<file path="src/rtl/pushbutton_conditioner_pkg.sv">
// ---------------------------------------------------------------------------
// pushbutton_conditioner_pkg
// Shared constants for the pushbutton conditioner slice.
//   - Per-bit debounce FSM state encodings (2-bit, Gray-like so that the
//     MSB of the state equals the debounced level in the stable states).
//   - Default debounce length and counter width used by the top module.
// ---------------------------------------------------------------------------
package pushbutton_conditioner_pkg;

    typedef logic [1:0] bit_state_t;

    localparam bit_state_t S_LOW  = 2'b00;
    localparam bit_state_t S_RISE = 2'b01;
    localparam bit_state_t S_HIGH = 2'b11;
    localparam bit_state_t S_FALL = 2'b10;

    localparam int DEFAULT_DEBOUNCE_CYCLES = 16;
    localparam int DEFAULT_CNT_W           = 5;

endpackage

</file>
<file path="src/rtl/pushbutton_conditioner_debounce_bit.sv">
// ---------------------------------------------------------------------------
// debounce_bit
// Conditions one raw pushbutton pin: two-flop synchroniser followed by a
// counter-based debounce FSM that accepts a level change only after
// DEBOUNCE_CYCLES consecutive identical synchronised samples.
//
// Ports
//   clock       in   1  system clock
//   reset       in   1  asynchronous, active-high
//   raw_in      in   1  asynchronous pin, 1 = pressed
//   level       out  1  debounced level
//   press       out  1  one-cycle pulse when level goes 0 -> 1
// ---------------------------------------------------------------------------
module debounce_bit
    import pushbutton_conditioner_pkg::*;
#(
    parameter int DEBOUNCE_CYCLES = DEFAULT_DEBOUNCE_CYCLES,
    parameter int CNT_W           = DEFAULT_CNT_W
) (
    input  logic clock,
    input  logic reset,
    input  logic raw_in,
    output logic level,
    output logic press
);

    // Last count value before a change is accepted; the counter never goes
    // past this, so it cannot wrap.
    localparam logic [CNT_W-1:0] CNT_LAST = CNT_W'(DEBOUNCE_CYCLES - 1);
    localparam logic [CNT_W-1:0] CNT_ONE  = CNT_W'(1);
    localparam logic [CNT_W-1:0] CNT_ZERO = '0;

    logic       sync1;
    logic       sync2;
    bit_state_t state;
    logic [CNT_W-1:0] cnt;

    // Two-flop synchroniser; only sync2 is ever looked at by the debounce
    // logic so metastability on sync1 never reaches the FSM.
    always_ff @(posedge clock or posedge reset) begin
        if (reset) begin
            sync1 <= 1'b0;
            sync2 <= 1'b0;
        end else begin
            sync1 <= raw_in;
            sync2 <= sync1;
        end
    end

    // Debounce FSM. The first opposite sample moves to a transitional state
    // with cnt=1; any sample back at the old level aborts the attempt. The
    // ">=" compare lets DEBOUNCE_CYCLES=1 leave the transitional state on
    // the very next stable sample.
    always_ff @(posedge clock or posedge reset) begin
        if (reset) begin
            state <= S_LOW;
            cnt   <= CNT_ZERO;
            level <= 1'b0;
            press <= 1'b0;
        end else begin
            press <= 1'b0;
            case (state)
                S_LOW: begin
                    if (sync2) begin
                        state <= S_RISE;
                        cnt   <= CNT_ONE;
                    end else begin
                        cnt   <= CNT_ZERO;
                    end
                end
                S_RISE: begin
                    if (!sync2) begin
                        state <= S_LOW;
                        cnt   <= CNT_ZERO;
                    end else if (cnt >= CNT_LAST) begin
                        state <= S_HIGH;
                        cnt   <= CNT_ZERO;
                        level <= 1'b1;
                        press <= 1'b1;
                    end else begin
                        cnt   <= cnt + CNT_ONE;
                    end
                end
                S_HIGH: begin
                    if (!sync2) begin
                        state <= S_FALL;
                        cnt   <= CNT_ONE;
                    end else begin
                        cnt   <= CNT_ZERO;
                    end
                end
                S_FALL: begin
                    if (sync2) begin
                        state <= S_HIGH;
                        cnt   <= CNT_ZERO;
                    end else if (cnt >= CNT_LAST) begin
                        state <= S_LOW;
                        cnt   <= CNT_ZERO;
                        level <= 1'b0;
                    end else begin
                        cnt   <= cnt + CNT_ONE;
                    end
                end
                default: begin
                    state <= S_LOW;
                    cnt   <= CNT_ZERO;
                    level <= 1'b0;
                end
            endcase
        end
    end

endmodule

</file>
<file path="src/rtl/pushbutton_conditioner.sv">
// ---------------------------------------------------------------------------
// pushbutton_conditioner
// Conditions the raw pushbutton pins feeding the uP IN path. Each bit is
// synchronised and debounced independently by a debounce_bit instance; the
// top builds the value presented on the uP pushbuttons input.
//
// Build option
//   STICKY_PRESS_EN  defined  : pushbuttons[i] latches press_event[i] and is
//                               cleared by rd_ack (a coincident press wins).
//                    undefined: pushbuttons mirrors buttons_level and rd_ack
//                               is ignored.
//
// Ports
//   clock          in   1      system clock (same net as uP clock)
//   reset          in   1      asynchronous, active-high
//   raw_buttons    in   WIDTH  asynchronous pins, 1 = pressed
//   rd_ack         in   1      one-cycle pulse: uP consumed the value
//   buttons_level  out  WIDTH  debounced level per button
//   press_event    out  WIDTH  one-cycle pulse on accepted 0 -> 1
//   pushbuttons    out  WIDTH  value presented to uP pushbuttons input
//   any_pending    out  1      OR of pushbuttons
// ---------------------------------------------------------------------------
module pushbutton_conditioner
    import pushbutton_conditioner_pkg::*;
#(
    parameter int WIDTH           = 4,
    parameter int DEBOUNCE_CYCLES = DEFAULT_DEBOUNCE_CYCLES,
    parameter int CNT_W           = DEFAULT_CNT_W
) (
    input  logic             clock,
    input  logic             reset,
    input  logic [WIDTH-1:0] raw_buttons,
    input  logic             rd_ack,
    output logic [WIDTH-1:0] buttons_level,
    output logic [WIDTH-1:0] press_event,
    output logic [WIDTH-1:0] pushbuttons,
    output logic             any_pending
);

    // One fully independent conditioner per button.
    for (genvar i = 0; i < WIDTH; i++) begin : g_bit
        debounce_bit #(
            .DEBOUNCE_CYCLES (DEBOUNCE_CYCLES),
            .CNT_W           (CNT_W)
        ) u_debounce (
            .clock  (clock),
            .reset  (reset),
            .raw_in (raw_buttons[i]),
            .level  (buttons_level[i]),
            .press  (press_event[i])
        );
    end

`ifdef STICKY_PRESS_EN
    logic [WIDTH-1:0] sticky_q;

    // Sticky press register: rd_ack clears everything that was pending, but
    // a press arriving in the same cycle is OR-ed in afterwards so it is
    // never lost.
    always_ff @(posedge clock or posedge reset) begin
        if (reset) begin
            sticky_q <= '0;
        end else begin
            sticky_q <= (sticky_q & ~{WIDTH{rd_ack}}) | press_event;
        end
    end

    assign pushbuttons = sticky_q;
`else
    logic rd_ack_unused;

    // Level mode: the debounced level is already a register, so it is
    // presented directly and changes in the same cycle as buttons_level.
    assign pushbuttons   = buttons_level;
    assign rd_ack_unused = rd_ack;
`endif

    assign any_pending = |pushbuttons;

endmodule

</file>
<file path="config.mk">
export PLATFORM = sky130hd
export DESIGN_NAME = pushbutton_conditioner
export DESIGN_NICKNAME = d
export VERILOG_FILES = /design/src/rtl/pushbutton_conditioner_pkg.sv /design/src/rtl/pushbutton_conditioner_debounce_bit.sv /design/src/rtl/pushbutton_conditioner.sv
export SDC_FILE = /design/constraint.sdc
export NUM_CORES = 1
export LEC_CHECK = 0
export CAP_MARGIN = 20
export CORE_UTILIZATION = 52
export DETAILED_ROUTE_END_ITERATION = 10
export PLACE_DENSITY = 0.73
export SLEW_MARGIN = 20
export SYNTH_ARGS = -nofsm -noshare
export SYNTH_HDL_FRONTEND = slang
export SYNTH_SLANG_ARGS = --single-unit
</file>
<file path="constraint.sdc">
create_clock -name clock -period 1.96 [get_ports clock]
set_clock_uncertainty 0.1 [all_clocks]
set_input_delay 0.196 -clock clock [delete_from_list [all_inputs] [get_ports clock]]
set_output_delay 0.196 -clock clock [all_outputs]
set_load 0.02 [all_outputs]
</file>
==> results of run 1 <==
==> placed cells by master, fill, tap and decap left out, types with 6 or more instances in the layout <==
master | synthesis | final
dfrtp_1 | 44 | 44
inv_1 | 24 | 23
nor2_1 | 24 | 21
buf_4 | 12 | 21
ha_1 | 28 | 20
clkdlybuf4s50_1 | 0 | 17
a21oi_1 | 13 | 11
nand2_1 | 8 | 8
mux2i_1 | 8 | 7
and3_1 | 8 | 6
ha_2 | 0 | 6
==> cell type report <==
cell class	count	share of cell area [%]
Clock buffer	6	2.381
Timing Repair Buffer	41	12.07
Tap cell	52	2.135
Clock inverter	1	0.1642
Inverter	24	2.956
Sequential cell	44	36.12
Multi-Input combinational cell	149	44.17
==> power groups by stage <==
stage	clock network [mW]	logic, mW	registers [mW]
6_report	0.543	1.82	1.22
4_1_cts	0.559	1.70	1.22
3_3_place_gp	0	1.57	1.23
2_1_floorplan	0	1.21	1.22
3_5_place_dp	0	1.61	1.23
5_1_grt	0.596	2.04	1.24
==> flip-flops by register name, summed over array words and instances (netlist names) <==
signal and count:
g_bit.u_debounce.sync2 4, g_bit.u_debounce.cnt 20, g_bit.u_debounce.sync1 4, g_bit.u_debounce.level 4
g_bit.u_debounce.state 8, g_bit.u_debounce.press 4
==> kinds of logic (layout without fill, tap and decap cells) <==
family | after synthesis | in the layout | share of synthesized area (%)
AOI/OAI and AO/OA | 42 | 42 | 12.08
muxes | 14 | 14 | 6.569
and+or+nand+nor | 61 | 61 | 13.24
xor gates and xnor gates | 4 | 4 | 1.415
adders and majority gates | 28 | 28 | 14.15
DFF | 44 | 44 | 44.47
buffers and inverters | 40 | 72 | 8.085
==> metal layers <==
layer | share of wire [%] | wire length (um) | track usage, % | vias to the layer above
li1 | - | - | - | 860
met1 | 44 | 1844 | 19.83 | 792
met2 | 50 | 2091 | 31.41 | 26
met3 | 3.4 | 141 | 4.701 | 9
met4 | 2.3 | 96 | 7.778 | 0
met5 | 0 | 0 | 0 | -
==> how the worst max path moves through the flow <==
stage                                          from  cells past startpoint                                        to  slack, ns
3_5_place_dp   g_bit[0].u_debounce.cnt[0]$_DFF_PP0_                      7      g_bit[0].u_debounce.cnt[2]$_DFF_PP0_      -0.03
6_report       g_bit[2].u_debounce.cnt[0]$_DFF_PP0_                      7  g_bit[2].u_debounce.state[1]$_DFFE_PP0P_       0.05
2_1_floorplan  g_bit[3].u_debounce.cnt[0]$_DFF_PP0_                      7  g_bit[3].u_debounce.state[1]$_DFFE_PP0P_     0.0005
3_3_place_gp   g_bit[0].u_debounce.cnt[0]$_DFF_PP0_                      7  g_bit[0].u_debounce.state[1]$_DFFE_PP0P_       0.01
4_1_cts        g_bit[2].u_debounce.cnt[0]$_DFF_PP0_                      7  g_bit[2].u_debounce.state[1]$_DFFE_PP0P_      0.006
5_1_grt        g_bit[2].u_debounce.cnt[0]$_DFF_PP0_                      7  g_bit[2].u_debounce.state[1]$_DFFE_PP0P_      -0.01
==> worst max-delay path: stages (launching register included) <==
cell	delay (ns)
dfrtp_1	0.39
ha_2	0.19
and3_1	0.17
ha_2	0.18
nor2_4	0.16
a31oi_4	0.10
a21oi_2	0.19
mux2_4	0.31
==> timing repair <==
item / 4_1_cts / 5_1_grt
pin swaps: 11 / 17
buffers inserted: 2 / 1
resized for setup: 13 / 20
setup endpoints to repair: 13 / 25
==> per-stage QoR <==
step | worst slack (ns) | hold WS [ns] | power [mW] | TNS [ns]
2_1_floorplan | 0.0005101 | 0.1274 | 2.429 | 0
3_3_place_gp | 0.01040 | 0.2342 | 2.800 | 0
3_5_place_dp | -0.02721 | 0.2347 | 2.841 | -0.07986
4_1_cts | 0.006477 | 0.09215 | 3.473 | 0
5_1_grt | -0.01135 | 0.1282 | 3.878 | -0.03492
6_report | 0.04971 | 0.07644 | 3.583 | 0
==> reports/qor.yml, run 1 <==
power_and_ir_drop:
  vdd_ir_drop_max_mv: 0.7081
  clockPowerShare_pct: 15.2
  power_leakage_nw: 1.447
  pwr-share-seq_pct: 34.0
  p_comb_share_pct: 50.9
  p_int_mw: 2.243
  power.density_mw_per_mm2: 1176
  switching_share_pct: 37.42
  p_switching_mw: 1.341
logic_synthesis:
  synth.avg_cell_area_um2: 10.63
  synth_top_area_share_pct: 44.47
  synthMostInstantiatedCell: "dfrtp_1"
  synth_edf_count: 0
  yosys-top-cells-count: "dfrtp_1 (44), ha_1 (28), inv_1 (24), nor2_1 (24), a21oi_1 (13)"
  yosys_warnings: 0
  ys_seq_elements: 44
  syn_inst: 233
  ys_seq_area_share_pct: 44.47
  synth_flop_cell: "dfrtp_1"
  syn_area_mm2: 0.002476
  synth_nets: 268
  synth_area_leaders: "dfrtp_1 (44%), ha_1 (14%), buf_4 (3.6%)"
  synthArstFlopShare_pct: 100.0
  synthDistinctLibCells: 34
  yosysTopAreaCell: "dfrtp_1"
timing:
  period_share_pct: 97.46
  rsz0062_at_grt: "true"
  tightestPinTransition_ns: 0.5564
  setup_viol: 0
  min_period_ns: 1.910
  fmax_ghz: 0.5235
  slew_headroom_pct: 62.68
  slew_viol_final: 0
  hold_viol: 0
floorplanning:
  die_h_um: 71.01
  die_w_um: 71.01
  dieArea_mm2: 0.005042
  io_pins: 20
  rows: 24
  core_mm2: 0.004474
  initial_core_util_pct: 55.34
clock_network:
  root_buffer: "clkbuf_8"
  cts_tree: "done"
  cts_hold_buffers: 0
  cts_buffers: 5
  ctsHtreeMaxLevel: 2
  clkTransAtPathRegs_ns: 0.08
  cts_buffer_depth: 2
  clock-sinks: 44
  insertion_delay_ns: 0.31
drt:
  vias: 1687
  wirelength_mm: 4.174
  drtIter0Drc: 61
  ant_nets: 0
  dr.pass1.iters: 7
  vias_per_cell: 5.322
  drc: 1
  avgRoutedWirePerCell_um: 13.17
outcome:
  status: "complete, but fails checks"
  violations: "design-rule violations"
finish:
  regArea_mm2: 0.001101
  n_antenna_cell: 0
  final_net_count: 300
  fin_util_pct: 68.12
  layout-drive-gt1-share_pct: 27.55
  syn_to_final_growth_pct: 23.09
  final_cell_area_mm2: 0.003048
  fill_cells: 329
  multi_input_comb_area_mm2: 0.001346
  fin_cells: 317
grt:
  gr-usage-all-layers_pct: 17.64
  grt_pass1_wl_mm: 6.837
  grt_max_degree: 23
  overflow: 0
  grt_pass1_vias: 1649
  antenna_found_initial: 0
setup_path:
  rr_startpoint: "g_bit[2].u_debounce.cnt[0]$_DFF_PP0_"
  cp.required_ns: 2.05
  worstReg2RegEnd: "g_bit[2].u_debounce.state[1]$_DFFE_PP0P_"
  reg2reg_slack_ns: 0.05
  ff2ff_path_depth: 7
  cp.arrival_ns: 2.00
  cp_max_fo: 3
  endpoint_kind: "flip-flop"
  cp-start-kind: "flip-flop"
  worstSetupPathType: "reg2reg"
placed_design:
  placed_cells: 307
  dp_hpwl_mm: 2.928
  gp_congestion: 0.8003
  place_area_mm2: 0.002789
  portBuffers: 18
flow_run:
  max-cap-violations: 0
hold_path:
  hp-class: "in2async"
Note: power is estimated with default switching activity, not from simulation.
==> run 2, diff against run 1 <==
CTS_CLUSTER_DIAMETER = 100   (was unset)
==> results of run 2 <==
The final DEF is identical to that of run 1; final timing and power are the same.
